$ cat src/rtl/hvgen_param.sv
// Parametrised raster timing generator: pixel/line counters, blanking, syncs,
// blank-gated RGB and frame/line-start strobes, advanced by a pixel clock-enable.
module hvgen_param #(
  parameter int unsigned CW            = 9,
  parameter int unsigned DW            = 12,
  parameter int unsigned H_BLANK_START = 289,
  parameter int unsigned H_SYNC_START  = 311,
  parameter int unsigned H_SYNC_END    = 342,
  parameter int unsigned H_JUMP        = 342,
  parameter int unsigned H_RESTART     = 471,
  parameter int unsigned V_BLANK_START = 223,
  parameter int unsigned V_SYNC_START  = 235,
  parameter int unsigned V_SYNC_END    = 242,
  parameter int unsigned V_JUMP        = 242,
  parameter int unsigned V_RESTART     = 492
) (
  input  logic          MCLK,
  input  logic          RESET,
  input  logic          CE_PIX,
  input  logic [3:0]    H_OFS,
  input  logic [3:0]    V_OFS,
  input  logic [DW-1:0] iRGB,
  output logic [CW-1:0] HPOS,
  output logic [CW-1:0] VPOS,
  output logic [DW-1:0] oRGB,
  output logic          HBLK,
  output logic          VBLK,
  output logic          HSYN,
  output logic          VSYN,
  output logic          FSTART,
  output logic          LSTART
);

  localparam logic [CW-1:0] CNT_MAX = {CW{1'b1}};
  localparam logic [CW-1:0] HBS     = CW'(H_BLANK_START);
  localparam logic [CW-1:0] HSS     = CW'(H_SYNC_START);
  localparam logic [CW-1:0] HSE     = CW'(H_SYNC_END);
  localparam logic [CW-1:0] HJMP    = CW'(H_JUMP);
  localparam logic [CW-1:0] HRST    = CW'(H_RESTART);
  localparam logic [CW-1:0] VBS     = CW'(V_BLANK_START);
  localparam logic [CW-1:0] VSS     = CW'(V_SYNC_START);
  localparam logic [CW-1:0] VSE     = CW'(V_SYNC_END);
  localparam logic [CW-1:0] VJMP    = CW'(V_JUMP);
  localparam logic [CW-1:0] VRST    = CW'(V_RESTART);

  logic [CW-1:0] hcnt, hcnt_n;
  logic [CW-1:0] vcnt, vcnt_n;
  logic [3:0]    hofs, hofs_n;
  logic [3:0]    vofs, vofs_n;
  logic          hblk, hblk_n;
  logic          vblk, vblk_n;
  logic          hsyn, hsyn_n;
  logic          vsyn, vsyn_n;
  logic          fstart, fstart_n;
  logic          lstart, lstart_n;
  logic [DW-1:0] rgb, rgb_n;

  logic [CW-1:0] hofs_x, vofs_x;
  logic [CW-1:0] hs_on, hs_off, vs_on, vs_off;

  // Sync compare points: nominal count plus the frame-latched signed offset, modulo 2^CW.
  assign hofs_x = CW'($signed(hofs));
  assign vofs_x = CW'($signed(vofs));
  assign hs_on  = HSS + hofs_x;
  assign hs_off = HSE + hofs_x;
  assign vs_on  = VSS + vofs_x;
  assign vs_off = VSE + vofs_x;

  // Next-state: later assignments win, so jump/wrap loads and forced sync-high take priority.
  always_comb begin
    hcnt_n   = hcnt;
    vcnt_n   = vcnt;
    hofs_n   = hofs;
    vofs_n   = vofs;
    hblk_n   = hblk;
    vblk_n   = vblk;
    hsyn_n   = hsyn;
    vsyn_n   = vsyn;
    rgb_n    = rgb;
    fstart_n = 1'b0;
    lstart_n = 1'b0;
    if (CE_PIX) begin
      rgb_n  = (hblk | vblk) ? '0 : iRGB;
      hcnt_n = hcnt + CW'(1);
      if (hcnt == '0)     hblk_n = 1'b0;
      if (hcnt == HBS)    hblk_n = 1'b1;
      if (hcnt == hs_on)  hsyn_n = 1'b0;
      if (hcnt == hs_off) hsyn_n = 1'b1;
      if (hcnt == HJMP) begin
        hcnt_n = HRST;
        hsyn_n = 1'b1;
      end
      if (hcnt == CNT_MAX) begin
        hcnt_n   = '0;
        lstart_n = 1'b1;
        vcnt_n   = vcnt + CW'(1);
        if (vcnt == VBS)    vblk_n = 1'b1;
        if (vcnt == vs_on)  vsyn_n = 1'b0;
        if (vcnt == vs_off) vsyn_n = 1'b1;
        if (vcnt == VJMP) begin
          vcnt_n = VRST;
          vsyn_n = 1'b1;
        end
        if (vcnt == CNT_MAX) begin
          vcnt_n   = '0;
          vblk_n   = 1'b0;
          fstart_n = 1'b1;
          hofs_n   = H_OFS;
          vofs_n   = V_OFS;
        end
      end
    end
  end

  // State register; synchronous reset overrides the pixel enable.
  always_ff @(posedge MCLK) begin
    if (RESET) begin
      hcnt   <= '0;
      vcnt   <= '0;
      hofs   <= '0;
      vofs   <= '0;
      hblk   <= 1'b1;
      vblk   <= 1'b1;
      hsyn   <= 1'b1;
      vsyn   <= 1'b1;
      rgb    <= '0;
      fstart <= 1'b0;
      lstart <= 1'b0;
    end else begin
      hcnt   <= hcnt_n;
      vcnt   <= vcnt_n;
      hofs   <= hofs_n;
      vofs   <= vofs_n;
      hblk   <= hblk_n;
      vblk   <= vblk_n;
      hsyn   <= hsyn_n;
      vsyn   <= vsyn_n;
      rgb    <= rgb_n;
      fstart <= fstart_n;
      lstart <= lstart_n;
    end
  end

  assign HPOS   = hcnt;
  assign VPOS   = vcnt;
  assign oRGB   = rgb;
  assign HBLK   = hblk;
  assign VBLK   = vblk;
  assign HSYN   = hsyn;
  assign VSYN   = vsyn;
  assign FSTART = fstart;
  assign LSTART = lstart;

endmodule

$ cat config.mk
export PLATFORM = sky130hd
export DESIGN_NAME = hvgen_param
export DESIGN_NICKNAME = d
export VERILOG_FILES = /design/src/rtl/hvgen_param.sv
export SDC_FILE = /design/constraint.sdc
export NUM_CORES = 1
export LEC_CHECK = 0
export BUFFER_PORTS_ARGS = -buffer_cell sky130_fd_sc_hd__buf_4
export CAP_MARGIN = 20
export CORE_ASPECT_RATIO = 0.8
export CORE_MARGIN = 2
export CORE_UTILIZATION = 57
export DETAILED_ROUTE_END_ITERATION = 10
export PLACE_DENSITY = 0.82
export SLEW_MARGIN = 20
export SYNTH_ARGS = -nofsm -noshare
export SYNTH_HDL_FRONTEND = slang
export SYNTH_SLANG_ARGS = --single-unit
$ cat constraint.sdc
create_clock -name MCLK -period 7.35 [get_ports MCLK]
set_input_delay 1.47 -clock MCLK [delete_from_list [all_inputs] [get_ports MCLK]]
set_output_delay 1.47 -clock MCLK [all_outputs]
set_load 0.05 [all_outputs]
# ---- Word level (Yosys, flattened, before mapping)
# Index checks and enable logic that the tools add are counted.
dict set report classes {
  n_eq_ne 10
  n_bitwise 3
  muxes 17
  addsub 6
  reduce_logical 13
}
# op count
set ops {}
lappend ops {{$eq 9x9->1} 4}
lappend ops {{$eq 9x9->1 const B} 4}
lappend ops {{$mux 9} 4}
lappend ops {{$add 8x9->9 const A} 2}
lappend ops {{$add 9x1->9 const B} 2}
lappend ops {{$add 9x9->9 const A} 2}
lappend ops {{$eq 9x8->1 const B} 2}
lappend ops {{$mux 1} 12}
lappend ops {{$mux 12} 1}
lappend ops {{$logic_not 9->1} 1}
lappend ops {{$reduce_and 3->1} 3}
lappend ops {{$reduce_and 2->1} 3}
lappend ops {{$reduce_bool 3->1} 2}
lappend ops {{$reduce_bool 2->1} 2}
lappend ops {{$reduce_or 3->1} 1}
lappend ops {{$not 1->1} 2}
lappend ops {{$reduce_or 2->1} 1}
lappend ops {{$or 1x1->1} 1}
dict set report word_totals {
  inputBits 23
  register_bits 44
}

# ---- Logic depth before layout (Yosys ltp)
# Gate-level depths: netlist of run 1.
dict set report depth {
  ltp_word 5
  ltp_mapped 11
}

# ---- Worst setup path before layout of run 1
# Ideal clock, no wire load.
dict set report synth_path {
  path_type {register -> register}
  start {reg hcnt[1] (netlist: HPOS[1])}
  end {reg vcnt[6] (netlist: VPOS[6])}
  synth_period_minus_slack_ns 2.763
  arrival_time_ns 2.693
  path_slack_ns 4.587
  n_path_buf 1
  setup_ns 0.070
  path_stages_with_launch 11
  cell_sequence {dfxtp_1 ha_1 and3_1 and3_1 and3_1 ha_1 and2_0 buf_2 nand2_1 or4b_1 a21oi_1}
}
dict set report synth_via {
  elab_chain_cells 2
}
# element line
set synth_lines {}
lappend synth_lines {{from (decl)} 46} ;# logic [CW-1:0] hcnt, hcnt_n;
lappend synth_lines {{from (signal assigned)} 130} ;# hcnt <= hcnt_n;
lappend synth_lines {{$eq 9x9->1} 93} ;# if (hcnt == CNT_MAX) begin
lappend synth_lines {{$reduce_and 2->1 (no source line)} n/a}
lappend synth_lines {{to (signal assigned)} 131} ;# vcnt <= vcnt_n;
lappend synth_lines {{to (decl)} 47} ;# logic [CW-1:0] vcnt, vcnt_n;
# No other way between the ends.
# A chain may end at the register's enable or synchronous reset.

# ---- Worst setup path in the final report of run 1
# Same ends and word-level chain as after synthesis.

==> results of run 1 <==
stage by stage:
stage | util (%) | instances | area [um2] | setup WS (ns)
after floorplan | - | 310 | 2440 | 4.59
after global placement | 69.4 | 408 | 2880 | 4.35
after detailed placement | 69.4 | 408 | 2880 | 4.33
after CTS | 71.4 | 415 | 2960 | 4.49
after global routing | 71.4 | 415 | 2960 | 4.19
final | 71.4 | 415 | 2960 | 4.46
synth_stat cells, drive strengths merged (9+ instances only):
library cell,n
a21oi,38
clkbuf,15
dfxtp,44
ha,15
inv,14
nand2,30
nand3,11
nor2,36
nor2b,12
o21ai,9
xnor2,12
xor2,10
layout make-up:
| class | instances | area share [%] |
|---|---|---|
| well taps | 57 | 2.41 |
| multi-input cells | 234 | 48.4 |
| inverters | 14 | 1.77 |
| clock inverters | 2 | 0.422 |
| flip-flops and latches | 44 | 29.7 |
| repair buffers | 59 | 14.9 |
| clock buffers | 5 | 2.32 |
kinds of logic (layout without fill, tap and decap cells):
kind of cell,after synthesis,after routing
and+or+nand+nor,128,128
AOI/OAI and AO/OA,68,68
DFF,44,44
buffers and inverters,32,80
xor gates and xnor gates,22,22
adders and majority gates,15,15
muxes,1,1
per-layer routing:
layer	vias up	wire, um	part of all wire, %
met5	-	0	0
met3	5	371	6.7
met1	1063	2760	50
met2	87	2360	43
li1	1159	-	-
met4	0	46	0.83
state kept, by name, indices dropped and copies added (netlist names), 4 cells and up:
name / cells
VPOS: 9
vofs: 4
hofs: 4
HPOS: 9
oRGB: 12
worst paths after layout:
kind                            startpoint       to
worst max-delay path               HPOS[1]  VPOS[6]
worst min-delay path                  VSYN     VSYN
worst min register to register        VSYN     VSYN
worst max register to register     HPOS[1]  VPOS[6]
worst min-delay path, cell delays in order, from the launching register on:
cell and delay (ns):
dfxtp_1 0.31, o31ai_1 0.06, nand3_1 0.07
power groups by stage:
stage	combinational (uW)	clock, uW	sequential (uW)
global route	38.8	161	245
detailed placement	35.6	0	250
global placement	35.3	0	250
CTS	35.7	148	245
finish	35.5	144	245
floorplan	14.0	0	256
==> flow_metrics.tcl, run 1 <==
set metrics [dict create \
    status "finished clean" \
    cap_viol_max_count 0 \
    core-area_um2 4150 \
    internal-power_uw 320 \
    dpl.hpwl_mm 3.92 \
    gr-usage-met3_pct 5.06 \
    nNetsFinal 396 \
    cts_setup_buffers 0 \
    gp_congestion 0.850 \
    worstPathArrival_ns 3.11 \
    multi_input_area_um2 1440 \
    hold_class "flop to flop" \
    busiest_layer "met1" \
    hold-path-cell-count 2 \
    antenna_found_initial 0 \
    yosysUniqueCellTypes 40 \
    cts.repair.resized 0 \
    root_buffer "clkbuf_8" \
    crit_required_ns 7.57 \
    drive_gt1_share_pct 19.0 \
    clk_latency_ns 0.29 \
    synth-adder-area-share_pct 7.69 \
    chipHeight_um 62.5 \
    synth_xor_area_share_pct 7.89 \
    yosys_warnings 0 \
    reg2regPathDepth 9 \
    power_density_nw_per_um2 143 \
    grt.total_usage_pct 24.4 \
    seqCellArea_um2 881 \
    slowest_stage "dfxtp_1" \
    grt_pass1_wl_mm 9.64 \
    max_freq_ghz 0.346 \
    critPathMaxFanout 9 \
    rsz0062_at_grt "no" \
    finalHoldViolCount 0 \
    cts_tree "done" \
    syn-cell-area_um2 2440 \
    antenna_cells 0 \
    die_w_um 77.2 \
    wl_per_cell_um 13.4 \
    ys.flop_type "dfxtp_1" \
    drcViolationCount 0 \
    start_util_pct 58.8 \
    critPathMostFrequentCell "and3_1" \
    synth_cells 310 \
    drv_slew 0 \
    drt_wl_total_mm 5.54 \
    fin_worst_skew_ns 0.00376 \
    numClockSinks 44 \
    rows 21 \
    fin_crit_sh_pct 39.3 \
    via_per_inst 5.58 \
    port_buffers 58 \
    use_met2_pct 35.2 \
    synth_top_family_by_area "simple AND/OR/NAND/NOR gates" \
    gr-usage-met1_pct 36.5 \
    synth-compound-area-share_pct 15.9 \
    io_pins 59 \
    synth_edf_count 0 \
    synth_seq_cells 44 \
    peakVddDrop_mv 0.134 \
    cts.clk_slew.worst_paths_ns 0.08 \
    maxSlewHeadroom_pct 48.4 \
    synthMuxAreaShare_pct 0.410 \
    cts_max_level 2 \
    clkPwrFrac_pct 34.0 \
    pwr-share-seq_pct 57.6 \
    ys_top_cells_by_area "dfxtp_1 (36%), a21oi_1 (7.8%), ha_1 (7.7%)" \
    yosysTopAreaCellShare_pct 36.1 \
    netSwitchingFraction_pct 24.7 \
    crit_buf_inv 0 \
    area.growth.synth_to_final_pct 21.4 \
    power_uw 425 \
    cp.depth 9 \
    numCtsBuffers 5 \
    worstMarginPinSlew_ns 0.772 \
    fin_hold_ws_ns 0.486 \
    final-setup-viol-count 0 \
    crit_family "simple AND/OR/NAND/NOR gates" \
    cts_hold_buf 0 \
    worstSetupPathType "flop to flop" \
    fin_setup_tns_ns 0 \
    die_area_um2 4830 \
    layout_commonest_cell "buf_4" \
    switching_power_uw 105 \
    overflow 0 \
    worst_setup_path_start_kind "flop" \
    dr.pass1.iters 4 \
    synth-simple-area-share_pct 26.9 \
    p_leak_uw 0.00120 \
    grt_max_degree 44 \
    pwr-share-comb_pct 8.4 \
    synth_fp_nets 348 \
    via_count 2314 \
    path_cells "ha_1 -> and3_1 -> and3_1 -> and3_1 -> ha_1 -> and2_0 -> nand2_1 -> or4b_1 -> a21oi_1" \
    grt_pass1_vias 2039 \
    cpPeakStageDelay_ns 0.54 \
    synth_top_area_cell "dfxtp_1" \
    cts_max_path_buffers 2 \
    drt_iter0_drc 254 \
    ys_seq_area_share_pct 36.1 \
    ant_nets 0 \
    mostFrequentLayoutCells "buf_4 (59), dfxtp_1 (44), a21oi_1 (38)" \
    r2r_setup_slack_ns 4.46 \
    avgSynthCellArea_um2 7.87 \
    finalCriticalPeriod_ns 2.89 \
    synthArstFlopShare_pct 0 \
    fillers 371 \
    critPathCaptureType "flop" \
]
Note: power is estimated with default switching activity, not from simulation.
==> run 2, diff against run 1 <==
--- a/config.mk
+++ b/config.mk
@@ -5,13 +5,14 @@
 export SDC_FILE = /design/constraint.sdc
 export NUM_CORES = 1
 export LEC_CHECK = 0
+export ABC_AREA = 1
 export BUFFER_PORTS_ARGS = -buffer_cell sky130_fd_sc_hd__buf_4
 export CAP_MARGIN = 20
 export CORE_ASPECT_RATIO = 0.8
 export CORE_MARGIN = 2
-export CORE_UTILIZATION = 57
+export CORE_UTILIZATION = 54
 export DETAILED_ROUTE_END_ITERATION = 10
-export PLACE_DENSITY = 0.82
+export PLACE_DENSITY = 0.78
 export SLEW_MARGIN = 20
 export SYNTH_ARGS = -nofsm -noshare
 export SYNTH_HDL_FRONTEND = slang
==> constraint.sdc (replaced) <==
create_clock -name MCLK -period 2.7 [get_ports MCLK]
set_input_delay 0.54 -clock MCLK [delete_from_list [all_inputs] [get_ports MCLK]]
set_output_delay 0.54 -clock MCLK [all_outputs]
set_load 0.05 [all_outputs]
==> run 2 against run 1 <==
Compared with the run above:
- design area grew 6.5%
- sequential cell count is the same
- core utilization shrank 2.7 points
- cell count grew 24%
- total power grew to 3.2 times the previous value
- combinational power grew to 3.9 times the previous value
- synthesized area grew 5.6%
- global-route usage grew 0.55 points
- clock skew grew 0.0062 ns
- clock power grew to 3.7 times the previous value
- critical path type unchanged
- critical endpoint is now hofs[1]
==> flow_metrics.tcl, run 2 <==
set metrics [dict create \
    status "finished clean" \
    synth_edf_count 0 \
    power_density_nw_per_um2 426 \
    ys.flop_type "dfxtp_1" \
    root_buffer "clkbuf_8" \
    cts_hold_buf 0 \
    grt_pass1_vias 2382 \
    fin_worst_skew_ns 0.00997 \
    drt_wl_total_mm 6.46 \
    synth_fp_nets 438 \
    crit_required_ns 2.87 \
    seqCellArea_um2 881 \
    worstPathArrival_ns 2.44 \
    finalCriticalPeriod_ns 2.27 \
    synth-adder-area-share_pct 7.28 \
    start_util_pct 56.1 \
    avgSynthCellArea_um2 6.45 \
    layout_commonest_cell "nand2_1" \
    synth_most_common_cell "nand2_1" \
    dr.pass1.iters 5 \
    yosysTopAreaCellShare_pct 34.2 \
    mostFrequentLayoutCells "nand2_1 (124), buf_4 (60), dfxtp_1 (44), inv_1 (44), a21oi_1 (39)" \
    cts_max_level 2 \
    yosys_warnings 0 \
    worstMarginPinSlew_ns 0.839 \
    drcViolationCount 0 \
    slowest_stage "dfxtp_1" \
    chipHeight_um 65.8 \
    numCtsBuffers 5 \
    io_pins 59 \
    cts.repair.resized 0 \
    grt_pass1_wl_mm 10.5 \
    via_count 2685 \
    hold_class "flop to flop" \
    synthArstFlopShare_pct 0 \
    finalHoldViolCount 0 \
    antenna_found_initial 0 \
    overflow 0 \
    area.growth.synth_to_final_pct 22.4 \
    ys_top_cells_by_count "nand2_1 (124), dfxtp_1 (44), inv_1 (44)" \
    rows 22 \
    synth_cells 400 \
    synthMuxAreaShare_pct 0 \
    fin_crit_sh_pct 84.0 \
    drv_slew 0 \
    worst_setup_path_start_kind "flop" \
    yosysUniqueCellTypes 28 \
    multi_input_area_um2 1450 \
    grt.total_usage_pct 25.0 \
    rsz0062_at_grt "no" \
    peakVddDrop_mv 0.351 \
    core-area_um2 4600 \
    gp_congestion 0.935 \
    crit_family "simple AND/OR/NAND/NOR gates" \
    ant_nets 0 \
    grt_max_degree 32 \
    clk_latency_ns 0.29 \
    ys_top_cells_by_area "dfxtp_1 (34%), nand2_1 (18%), a21oi_1 (7.6%)" \
    fillers 409 \
    cap_viol_max_count 0 \
    fin_setup_tns_ns 0 \
    cts_setup_buffers 0 \
    max_freq_ghz 0.441 \
    crit_buf_inv 1 \
    drive_gt1_share_pct 17.0 \
    syn-cell-area_um2 2580 \
    ys_seq_area_share_pct 34.2 \
    worstSetupPathType "flop to flop" \
    drt_iter0_drc 111 \
    synth-simple-area-share_pct 31.5 \
    cpPeakStageDelay_ns 0.50 \
    final-setup-viol-count 0 \
    synth-compound-area-share_pct 15.8 \
    die_area_um2 5350 \
    nNetsFinal 491 \
    maxSlewHeadroom_pct 43.9 \
    port_buffers 58 \
    wl_per_cell_um 12.6 \
    die_w_um 81.3 \
    antenna_cells 0 \
    cts_tree "done" \
    cts.clk_slew.worst_paths_ns 0.08 \
    via_per_inst 5.22 \
    path_cells "ha_1 -> nand2_1 -> nor2_1 -> nand4_1 -> nor2_1 -> ha_1 -> nand2_1 -> inv_2 -> nand2_2 -> o21ai_0 -> a21oi_1" \
    numClockSinks 44 \
    post-route-util_pct 68.7 \
    synth_top_family_by_area "simple AND/OR/NAND/NOR gates" \
    critPathCaptureType "flop" \
    synth_xor_area_share_pct 1.70 \
    p_leak_uw 0.00146 \
    dpl.hpwl_mm 4.76 \
    critPathMaxFanout 18 \
    cts_max_path_buffers 2 \
    largest_reg_flops 12 \
    synth_top_area_cell "dfxtp_1" \
    synth_seq_cells 44 \
]
## run 2: cell count changes after synthesis, sizes merged, moves of 7 or more
| cell | change |
|---|---|
| o21ai | +26 |
| nand3 | +12 |
| inv | +33 |
| nor2b | -12 |
| clkbuf | -10 |
| xnor2 | -12 |
| nand2 | +96 |
| nand2b | -7 |
## run 2: path summary, 6_finish.rpt
kind                 from       to  slack (ns)  cells past startpoint
setup / recovery  HPOS[1]  hofs[1]        0.43                     11
hold / removal       HSYN     HSYN        0.47                      2
setup reg to reg  HPOS[1]  hofs[1]        0.43                     11
hold reg to reg      HSYN     HSYN        0.47                      2
## run 2: worst min-delay path: cells and delay by family (launching register included)
kind | cells | cell delay [ns]
compound gates | 1 | 0.06
flops | 1 | 0.33
simple gates | 1 | 0.05
## run 2: where the power goes
| part | total [uW] | internal (uW) | switching [uW] | leakage (uW) |
|---|---|---|---|---|
| Clock | 532 | 303 | 230 | 0.0000614 |
| Sequential | 672 | 661 | 10.9 | 0.000357 |
| Combinational | 140 | 49.9 | 90.0 | 0.00105 |
## run 2: cells by family after synthesis
family / Yosys count
simple gates: 196
compound gates: 79
buf+inv: 61
flops: 44
fa+ha+maj: 15
xor+xnor: 5
## run 2: per-layer routing
metal,wire [um],share of wire [%],vias to the layer above,global-route usage [%]
met1,3250,50,1200,36.1
li1,-,-,1388,-
met2,2640,41,91,37.1
met3,527,8.2,6,5.74
met4,46,0.71,0,6.99
met5,0,0,-,0
## run 2: layout make-up
class	instances	share of cell area (%)
timing repair buffer	60	14.3
tap	60	2.38
sequential	44	27.9
inverter	47	5.59
multi-input combinational	295	46.0
clock inverter	2	1.23
clock buffer	6	2.62
## run 2: through the flow
| stage | std cells | instance area, um2 | power, uW | setup slack (ns) | hold WS [ns] |
|---|---|---|---|---|---|
| finish | 514 | 3160 | 1340 | 0.433 | 0.469 |
| global route | 514 | 3160 | 1390 | 0.159 | 0.484 |
| CTS | 514 | 3160 | 1350 | 0.470 | 0.472 |
| detailed placement | 506 | 3040 | 826 | 0.479 | 0.453 |
| global placement | 506 | 3040 | 825 | 0.604 | 0.448 |
| floorplan | 400 | 2580 | 771 | 0.378 | 0.477 |
==> run 3, diff against run 2 <==
--- a/config.mk
+++ b/config.mk
@@ -10,9 +10,9 @@
 export CAP_MARGIN = 20
 export CORE_ASPECT_RATIO = 0.8
 export CORE_MARGIN = 2
-export CORE_UTILIZATION = 54
+export CORE_UTILIZATION = 49
 export DETAILED_ROUTE_END_ITERATION = 10
-export PLACE_DENSITY = 0.78
+export PLACE_DENSITY = 0.74
 export SLEW_MARGIN = 20
 export SYNTH_ARGS = -nofsm -noshare
 export SYNTH_HDL_FRONTEND = slang
==> constraint.sdc (replaced) <==
create_clock -name MCLK -period 1.9 [get_ports MCLK]
set_input_delay 0.38 -clock MCLK [delete_from_list [all_inputs] [get_ports MCLK]]
set_output_delay 0.38 -clock MCLK [all_outputs]
set_load 0.05 [all_outputs]
==> run 3 against run 2 <==
Compared with the run above:
- the flow now finishes with violations (negative setup slack)
- total power increased by 31%
- combinational power increased by 59%
- highest routed layer unchanged
- sequential cell count unchanged
- critical endpoint unchanged
- hold slack got worse by 0.15 ns
- routed wire length increased by 14%
- clock power increased by 10%
- die area increased by 9.6%
==> flow_metrics.tcl, run 3 (synthesis results as in run 2) <==
set metrics [dict create \
    via_per_inst 5.24 \
    hold_class "input pin to flop" \
    io_pins 59 \
    multi_input_area_um2 1540 \
    min_from "iRGB[5]" \
    crit_buf_inv 1 \
    mostFrequentLayoutCells "nand2_1 (121), buf_4 (90), inv_1 (44)" \
    worstPathArrival_ns 2.10 \
    grt_pass1_vias 2632 \
    die_area_um2 5860 \
    peakVddDrop_mv 0.476 \
    critPathMaxFanout 18 \
    chipHeight_um 68.9 \
    dp_cells 524 \
    fin_setup_tns_ns -0.112 \
    overflow 0 \
    critPathCaptureType "flop" \
    drcViolationCount 0 \
    setup_slack_ns -0.0259 \
    critPathMostFrequentCell "nand2_4" \
    worst_setup_path_start_kind "flop" \
    holdPathEnd "oRGB[5]" \
    seqCellArea_um2 898 \
    dpl_cell_area_um2 3190 \
    drive_gt1_share_pct 26.7 \
    grt_max_degree 32 \
    path_cells "ha_4 -> nand2_4 -> nor2_4 -> nand4_1 -> nor2_1 -> ha_2 -> nand2_4 -> inv_4 -> nand2_2 -> o21ai_0 -> a21oi_1" \
    drv_slew 0 \
    drt_wl_total_mm 7.37 \
    wl_per_cell_um 13.4 \
    final-setup-viol-count 8 \
    cts_hold_buf 0 \
    cts.clk_slew.worst_paths_ns 0.09 \
    max_freq_ghz 0.519 \
    die_w_um 85.1 \
    power_density_nw_per_um2 503 \
    reg2reg_to "hofs[1]" \
    core-area_um2 5040 \
    slowest_stage "dfxtp_4" \
    worstMarginPinSlew_ns 0.390 \
    numClockSinks 44 \
    start_util_pct 51.2 \
    antenna_found_initial 0 \
    crit_required_ns 2.08 \
    cap_viol_max_count 0 \
    worstReg2RegStart "HPOS[1]" \
    drt_iter0_drc 192 \
    fin_worst_skew_ns 0.00852 \
    antenna_cells 0 \
    layout_commonest_cell "nand2_1" \
    layoutNonFillerInstCount 549 \
    largest_reg_flops 12 \
    finalHoldViolCount 0 \
    maxSlewHeadroom_pct 74.0 \
    fin_crit_sh_pct 101 \
    via_count 2877 \
    fillers 425 \
    cts_max_path_buffers 2 \
    port_buffers 58 \
    clk_latency_ns 0.30 \
    nNetsFinal 524 \
    cts_max_level 2 \
    final_cell_area_um2 3490 \
    hold-path-cell-count 3 \
    rsz0062_at_grt "yes" \
    ant_nets 0 \
    dr.pass1.iters 5 \
    grt_pass1_wl_mm 12.0 \
    r2r_setup_slack_ns -0.03 \
    violations "negative setup slack" \
    status "complete, but fails checks" \
    worstSetupPathType "flop to flop" \
    cts_tree "done" \
    gp_congestion 0.902 \
    cpPeakStageDelay_ns 0.37 \
    place_ws_ns -0.0108 \
    numCtsBuffers 5 \
    power_uw 1760 \
    p_leak_uw 0.00164 \
    dpl.hpwl_mm 5.22 \
    area.growth.synth_to_final_pct 35.5 \
    root_buffer "clkbuf_8" \
    finalCriticalPeriod_ns 1.93 \
    reg2regPathDepth 11 \
    grt.total_usage_pct 25.6 \
    rows 23 \
    crit_family "simple AND/OR/NAND/NOR gates" \
]
run 3: stage by stage:
stage,hold slack [ns],utilization (%)
after floorplan,0.477,-
after global placement,0.446,63.4
after detailed placement,0.453,63.4
after CTS,0.321,67.1
after global routing,0.317,69.4
final,0.320,69.4
run 3: cell type report:
type,count,share of cell area (%)
Clock inverter,2,0.322
Clock buffer,6,2.08
Inverter,47,5.12
Tap cell,62,2.22
Timing Repair Buffer,93,20.4
Sequential cell,44,25.7
Multi-Input combinational cell,295,44.1
run 3: how the worst max path moves through the flow:
stage / startpoint / endpoint / slack, ns / cells past startpoint
floorplan: HPOS[0] / VSYN / -0.008 / 15
global placement: HPOS[0] / vofs[1] / 0.06 / 11
detailed placement: HPOS[0] / vofs[3] / -0.01 / 11
CTS: HPOS[0] / hofs[1] / 0.0006 / 11
global route: HPOS[1] / hofs[1] / -0.18 / 11
finish: HPOS[1] / hofs[1] / -0.03 / 11
run 3: power breakdown:
group / total (uW) / switching, uW / internal (uW)
clock: 585 / 327 / 258
combinational: 223 / 142 / 80.7
sequential: 949 / 11.7 / 937
total: 1760 / 481 / 1280
run 3: repair_timing:
item,4_1_cts,5_1_grt
endpoints found under the setup margin,9,28
pin swaps,3,13
resized for setup,5,18
setup buffers,12,8
run 3: metal layers:
layer  vias to the layer above  GRT usage, %  share of wire, %
met5                         -             0                 0
met4                         0          6.94              0.77
met3                         9          5.60               7.1
met2                       100          43.2                45
met1                      1313          33.7                47
li1                       1455             -                 -
run 3: worst min-delay path: cells and delay by family:
family                 cells  cell delay [ns]
and+or+nand+nor            1             0.05
AOI/OAI and AO/OA          1             0.05
buffers and inverters      1             0.11
